--- src/rtl/aes_pkg.sv ---
// rtl/aes_pkg.sv - ShiftRows byte-map helpers and mode encodings
//
// Purpose: shared constants and elaboration-time index helpers for the
// Rijndael ShiftRows datapath.
//   MODE_FWD / MODE_INV : per-beat mode encodings
//   shift_off(nb, r)    : left-rotation amount of row r for an nb-column state
//   byte_idx(r, c)      : byte position of state element (r,c), column-major
package aes_pkg;

  localparam logic MODE_FWD = 1'b0;
  localparam logic MODE_INV = 1'b1;

  // Rows 2 and 3 of the 256-bit block rotate by 3 and 4 instead of 2 and 3.
  function automatic int shift_off(input int nb, input int r);
    if (nb == 8 && r >= 2) begin
      return r + 1;
    end
    return r;
  endfunction

  function automatic int byte_idx(input int r, input int c);
    return 4 * c + r;
  endfunction

endpackage

--- src/rtl/pipe_stage.sv ---
// rtl/pipe_stage.sv - one elastic valid/ready register stage
//
// Purpose: holds a single payload word with a valid bit; passes ready
// upstream combinationally so a full stage can drain and refill in the
// same cycle.
// Ports:
//   clk, rst_n        : clock, asynchronous active-low reset
//   i_flush           : synchronous clear of the valid bit (payload held)
//   i_valid, o_ready  : upstream handshake
//   i_data            : upstream payload
//   o_valid, i_ready  : downstream handshake
//   o_data            : registered payload
module pipe_stage #(
  parameter int PW = 37
) (
  input  logic          clk,
  input  logic          rst_n,
  input  logic          i_flush,
  input  logic          i_valid,
  output logic          o_ready,
  input  logic [PW-1:0] i_data,
  output logic          o_valid,
  input  logic          i_ready,
  output logic [PW-1:0] o_data
);

  logic          r_valid;
  logic [PW-1:0] r_data;
  logic          w_load;

  assign o_ready = !r_valid || i_ready;
  // Flush wins over a load that would otherwise happen on the same edge.
  assign w_load  = i_valid && o_ready && !i_flush;

  always_ff @(posedge clk or negedge rst_n) begin
    if (!rst_n) begin
      r_valid <= 1'b0;
      r_data  <= '0;
    end else begin
      if (i_flush) begin
        r_valid <= 1'b0;
      end else if (w_load) begin
        r_valid <= 1'b1;
      end else if (i_ready) begin
        r_valid <= 1'b0;
      end
      if (w_load) begin
        r_data <= i_data;
      end
    end
  end

  assign o_valid = r_valid;
  assign o_data  = r_data;

endmodule

--- src/rtl/shiftrows_pipe.sv ---
// rtl/shiftrows_pipe.sv - pipelined forward/inverse ShiftRows with elastic handshake
//
// Purpose: permutes the state bytes of one Rijndael block per beat, forward or
// inverse as selected by the beat's own mode bit, then registers the result
// through STAGES elastic stages together with the mode and a sideband tag.
// Ports:
//   clk, rst_n                  : clock, asynchronous active-low reset
//   flush                       : synchronous drop of all in-flight beats
//   in_valid, in_ready          : input handshake
//   in_mode, in_data, in_tag    : input beat (mode 0 fwd, 1 inv)
//   out_valid, out_ready        : output handshake
//   out_mode, out_data, out_tag : output beat
//   busy                        : any stage holds a beat
module shiftrows_pipe
  import aes_pkg::*;
#(
  parameter int NB     = 4,
  parameter int STAGES = 1,
  parameter int TAG_W  = 4
) (
  input  logic             clk,
  input  logic             rst_n,
  input  logic             flush,
  input  logic             in_valid,
  output logic             in_ready,
  input  logic             in_mode,
  input  logic [0:32*NB-1] in_data,
  input  logic [TAG_W-1:0] in_tag,
  output logic             out_valid,
  input  logic             out_ready,
  output logic [0:32*NB-1] out_data,
  output logic             out_mode,
  output logic [TAG_W-1:0] out_tag,
  output logic             busy
);

  localparam int W  = 32 * NB;
  localparam int PW = W + 1 + TAG_W;

  logic [0:W-1]  w_fwd;
  logic [0:W-1]  w_inv;
  logic [0:W-1]  w_perm;
  logic [PW-1:0] w_in_pay;

  logic          w_s1_valid;
  logic          w_s1_ready;
  logic          w_s1_down_ready;
  logic [PW-1:0] w_s1_data;
  logic          w_out_valid;
  logic [PW-1:0] w_out_pay;

  // Pure wiring: every source column is a constant resolved per (r,c).
  for (genvar r = 0; r < 4; r++) begin : g_row
    for (genvar c = 0; c < NB; c++) begin : g_col
      localparam int DST   = 8 * byte_idx(r, c);
      localparam int SRC_F = 8 * byte_idx(r, (c + shift_off(NB, r)) % NB);
      localparam int SRC_I = 8 * byte_idx(r, (c - shift_off(NB, r) + NB) % NB);
      assign w_fwd[DST +: 8] = in_data[SRC_F +: 8];
      assign w_inv[DST +: 8] = in_data[SRC_I +: 8];
    end
  end

  always_comb begin
    w_perm = w_fwd;
    case (in_mode)
      MODE_FWD: w_perm = w_fwd;
      MODE_INV: w_perm = w_inv;
      default:  w_perm = w_fwd;
    endcase
  end

  assign w_in_pay = {w_perm, in_mode, in_tag};
  assign in_ready = w_s1_ready && !flush;

  pipe_stage #(.PW(PW)) u_stage1 (
    .clk     (clk),
    .rst_n   (rst_n),
    .i_flush (flush),
    .i_valid (in_valid),
    .o_ready (w_s1_ready),
    .i_data  (w_in_pay),
    .o_valid (w_s1_valid),
    .i_ready (w_s1_down_ready),
    .o_data  (w_s1_data)
  );

  if (STAGES == 2) begin : g_two
    pipe_stage #(.PW(PW)) u_stage2 (
      .clk     (clk),
      .rst_n   (rst_n),
      .i_flush (flush),
      .i_valid (w_s1_valid),
      .o_ready (w_s1_down_ready),
      .i_data  (w_s1_data),
      .o_valid (w_out_valid),
      .i_ready (out_ready),
      .o_data  (w_out_pay)
    );
  end else begin : g_one
    assign w_s1_down_ready = out_ready;
    assign w_out_valid     = w_s1_valid;
    assign w_out_pay       = w_s1_data;
  end

  assign out_valid = w_out_valid;
  assign out_data  = w_out_pay[PW-1 -: W];
  assign out_mode  = w_out_pay[TAG_W];
  assign out_tag   = w_out_pay[TAG_W-1:0];
  assign busy      = w_s1_valid || w_out_valid;

endmodule
--- config.mk ---
export PLATFORM = sky130hd
export DESIGN_NAME = shiftrows_pipe
export DESIGN_NICKNAME = d
export VERILOG_FILES = /design/src/rtl/aes_pkg.sv /design/src/rtl/pipe_stage.sv /design/src/rtl/shiftrows_pipe.sv
export SDC_FILE = /design/constraint.sdc
export NUM_CORES = 1
export LEC_CHECK = 0
export BUFFER_PORTS_ARGS = -buffer_cell sky130_fd_sc_hd__buf_2
export CAP_MARGIN = 15
export CORE_MARGIN = 2
export CORE_UTILIZATION = 30
export CTS_BUF_LIST = sky130_fd_sc_hd__clkbuf_4 sky130_fd_sc_hd__clkbuf_8
export DETAILED_ROUTE_END_ITERATION = 6
export GPL_ROUTABILITY_DRIVEN = 1
export SLEW_MARGIN = 25
export SYNTH_ARGS = -nofsm -noshare
export SYNTH_HDL_FRONTEND = slang
export SYNTH_SLANG_ARGS = --single-unit
--- constraint.sdc ---
create_clock -name clk -period 2.15 [get_ports clk]
set_clock_uncertainty 0.05 [all_clocks]
set_input_delay 0.1075 -clock clk [delete_from_list [all_inputs] [get_ports clk]]
set_output_delay 0.1075 -clock clk [all_outputs]
set_load 0.01 [all_outputs]
Word-level counts from Yosys, hierarchy flattened. Index checks and enable logic that the tools add are counted. W data, S select, Z words.

Flip-flop bits (word level): 134. Bits of input ports: 138. Output and inout bits: 136. Logic and storage cells: 14.

Muxes and demuxes: 4. Bitwise logic cells: 1. Reduce and logical (&&, ||, !) cells: 7.

Operator list (number): $pmux W128 S2 (1); $logic_and A1 B1 Y1 (3); $mux W1 (3); $reduce_bool A3 Y1 (1); $logic_not A1 Y1 (2); $logic_or A1 B1 Y1 (1); $not A1 Y1 (1).

Longest topological paths before layout.
Word-level depth: 6. Mapped depth: 5. Depth with buffers taken out: 3.

Hierarchy. Synthesis repeated with hierarchy kept, for this count alone.

Cells, all modules: 359. Area total of the unflattened synthesis: 6097.1 µm².

Modules (own cells, without submodules): pipe_stage (instances 1, cells each 286, area each 5006.1 µm², seq. area each 3353.2 µm²); shiftrows_pipe (instances 1, cells each 73, area each 1091.0 µm², seq. area each 0.0 µm²).

Least setup slack after synthesis. Ideal clock, no wire load.

Path type: register -> register. Start: reg u_stage1.r_valid, in the netlist u_stage1.o_valid. End: reg u_stage1.r_data[101], in the netlist u_stage1.o_data[101]. Library setup time: 0.125 ns. Arrival time: 1.518 ns. Data required time: 1.975 ns. Slack: 0.457 ns. Stages on the path, launching flop included: 6. Path buffers: 2. Clock period less this slack: 1.693 ns. Path through: dfrtp_1 > nor2b_2 > nor3b_4 > buf_4 > buf_6 > mux2_2.

Word-level cells in the longest chain between the ends: 4.

Ends and longest elaborated chain: from (decl) (RTL line pipe_stage.sv:27) `logic r_valid;`; from (signal assigned) (RTL line pipe_stage.sv:37) `r_valid <= 1'b0;`; from (signal assigned) (RTL line pipe_stage.sv:41) `r_valid <= 1'b0;`; from (signal assigned) (RTL line pipe_stage.sv:43) `r_valid <= 1'b1;`; $logic_not A1 Y1 (RTL line pipe_stage.sv:31) `assign o_ready = !r_valid || i_ready;`; $logic_or A1 B1 Y1 (RTL line pipe_stage.sv:31); $logic_and A1 B1 Y1 (2 in series) (RTL line pipe_stage.sv:33) `assign w_load = i_valid && o_ready && !i_flush;`; to (signal assigned) (RTL line pipe_stage.sv:48) `r_data <= i_data;`; to (decl) (RTL line pipe_stage.sv:28) `logic [PW-1:0] r_data;`.

Every way passes these cells. A chain may end at the register's enable or synchronous reset.

Worst setup path in the final report.
Start: reg u_stage1.r_valid, in the netlist u_stage1.o_valid. End: reg u_stage1.r_data[87], in the netlist u_stage1.o_data[87].

The elaborated chain is that of the path after synthesis.

==> results.md <==
* Die W at 143 um
* Synth top cells by count: mux2_2, dfrtp_1, mux2_1
* Top cell type by total area after synthesis: dfrtp_1
* Final hold violation count at 0
* Area Growth Syn to Fin at 64.3%
* Synthesized area per cell at 16.1 sq um
* Drt first pass iters at 4
* Clock share of power at 30.5%
* DR WL/cell at 15.0 um
* P_sw at 2.08 mW
* Worst ir drop on vdd at 446 uV
* Synthesis Warnings at 0
* Worst slew pin tran at 440 ps
* First-pass GRT wire length at 24800 um
* Row count at 50
* Syn Inst Count at 358
* Top cell type's share of synthesized area at 58.2%
* Clock sink count at 134
* LEAKAGE at 4.38 nW
* Root Driver: clkbuf_8
* GPL Wtd Cong at 0.724
* Netlist Area Pre-Place at 0.00576 sq mm
* Number of gates resized after cts at 0
* # diodes at 0
* Post-DP HPWL at 9990 um
* Final net count at 938
* Sequential Power Share at 43.8%
* Capturing element type of the critical path: flop
* 1st-iter DRT viols at 64
* Final Max Slew Viols at 0
* Initial antenna violation count at 0
* H-tree depth at 4
* Final period util at 86.3%
* Vias at 4713
* Slew headroom at 70.7%
* Inserted Clock Buffers at 17
* Critical Path RT at 2410 ps
* Largest net degree at the start of global routing at 71
* Distinct cell type count after synthesis at 11
* Longest Clk Path Bufs at 2
* Internal power at 5.23 mW
* Sequential element share of the synthesized area at 58.2%
* DRC Markers at 0
* GRT Util Overall at 15.4%
* Max-cap viol count at 0
* DIE HEIGHT at 143 um
* I/O Buffers at 273
* Cell with the most instances after synthesis: mux2_2
* Critical path peak fanout at 70
* Final setup violation count at 0
* Unrepaired setup endpoints after global routing: false
* Final core occ at 50.5%
* Combinational share of power at 25.7%
* Synth top area cells: dfrtp_1, mux2_2, mux2_1
* Max Freq at 0.539 GHz
* Initial Utilization at 30.7%
* CTS clock-pin slew for the worst setup and hold paths at 80 ps
* I/O pin cnt at 274
* Setup TNS at 0 ps
* Post-synth top flop: dfrtp_1
* Critical Path Source Type: flop
* DRT antenna net count at 0
* Outcome: completed
* Tightest Hold Check Type: input pin to async pin
* Number of synthesized flops with an enable pin at 0
* Vias in the first global route at 5171
* Die area at 0.0203 sq mm
* Async SR Flop Fraction at 100%
* Period minus WS final at 1850 ps
* Core area at 0.0188 sq mm
* Clk_lat worst skew at 430 ps
* Grt ovf at 0
* Vias/cell at 4.50
* CTS tree: yes
* Final WL at 15700 um
* Setup CP Type: flop to flop
* WP data arrival at 2110 ps
* Fillers at 1620
* PD cells at 771 mW/mm^2
* Switching share of power at 28.4%
* Layout cells sized above 1 at 58.5%
* Synthesized Nets at 496
* R2r setup slk at 300 ps
* Seq cells post-synth at 134
## repair_timing
item	4_1_cts	5_1_grt
hold endpoints to repair	267	0
hold buffers	167	0
setup buffers	0	0
## cells in the final DEF (no fill, tap or decap), drive strengths merged
cell and instances:
buf 278, bufinv 3, clkbuf 19, clkinv 3
clkinvlp 4, dfrtp 134, dlygate4sd3 167, inv 3
mux2 197, nor2 3, nor2b 1, nor3b 1
## per-layer routing
metal  vias up  wire [um]  global-route usage [%]
li1       2170          -                       -
met1      2351       5950                    15.8
met2       169       8460                    29.0
met3        23        986                    4.76
met4         0        346                    6.25
met5         -          0                       0
## cell families (layout without fill, tap and decap cells)
kind of cell	Yosys count	in the layout	share of synthesized area, %
flip-flops	134	134	58.2
AND/OR/NAND/NOR	5	5	0.673
multiplexers	197	197	38.5
buffers and inverters	22	477	2.67
## worst max-delay path, cell delays in order, from the launching register on
cell     delay, ps
dfrtp_1        400
nor2b_2        180
nor3b_4        290
buf_12         350
mux2_2         390
## area by class of cell
class / instances / area (sq um) / share of cell area [%]
clock buffers: 19 / 249 / 2.63
multi-input cells: 202 / 2260 / 23.8
well taps: 234 / 293 / 3.09
repair buffers: 445 / 3140 / 33.2
flip-flops and latches: 134 / 3350 / 35.4
clock inverters: 13 / 173 / 1.82
## final timing paths
path,startpoint,to,depth (start not counted)
min in group clk,in_mode,u_stage1.o_data[4],3
max in group asynchronous,rst_n,u_stage1.o_data[3],3
worst min register to register,u_stage1.o_data[61],u_stage1.o_data[61],1
worst max-delay path,u_stage1.o_valid,u_stage1.o_data[87],4
worst min-delay path,rst_n,u_stage1.o_data[13],2
worst max register to register,u_stage1.o_valid,u_stage1.o_data[87],4
## power by group through the flow
stage          Clock, mW  Sequential, mW  Combinational, mW
5_1_grt             2.45            3.26               2.03
2_1_floorplan          0            3.46              0.596
4_1_cts             2.34            3.20               1.89
3_5_place_dp           0            3.25               1.63
3_3_place_gp           0            3.22               1.58
6_report            2.23            3.20               1.88
## state kept, by name, indices dropped and copies added (netlist names)
name              count
u_stage1.o_data     133
u_stage1.o_valid      1
## per-stage QoR
| step | area (sq um) | hold WS (ps) | cells | setup slack (ps) | power (mW) |
|---|---|---|---|---|---|
| floorplan | 5760 | -238 | 358 | 457 | 4.06 |
| global placement | 7380 | -0.152 | 848 | 393 | 4.80 |
| detailed placement | 7380 | 13.5 | 848 | 344 | 4.88 |
| CTS | 9470 | 96.0 | 1047 | 319 | 7.43 |
| global route | 9470 | 110 | 1047 | 243 | 7.74 |
| finish | 9470 | 121 | 1047 | 295 | 7.30 |
Power figures use the tool's default switching activity.
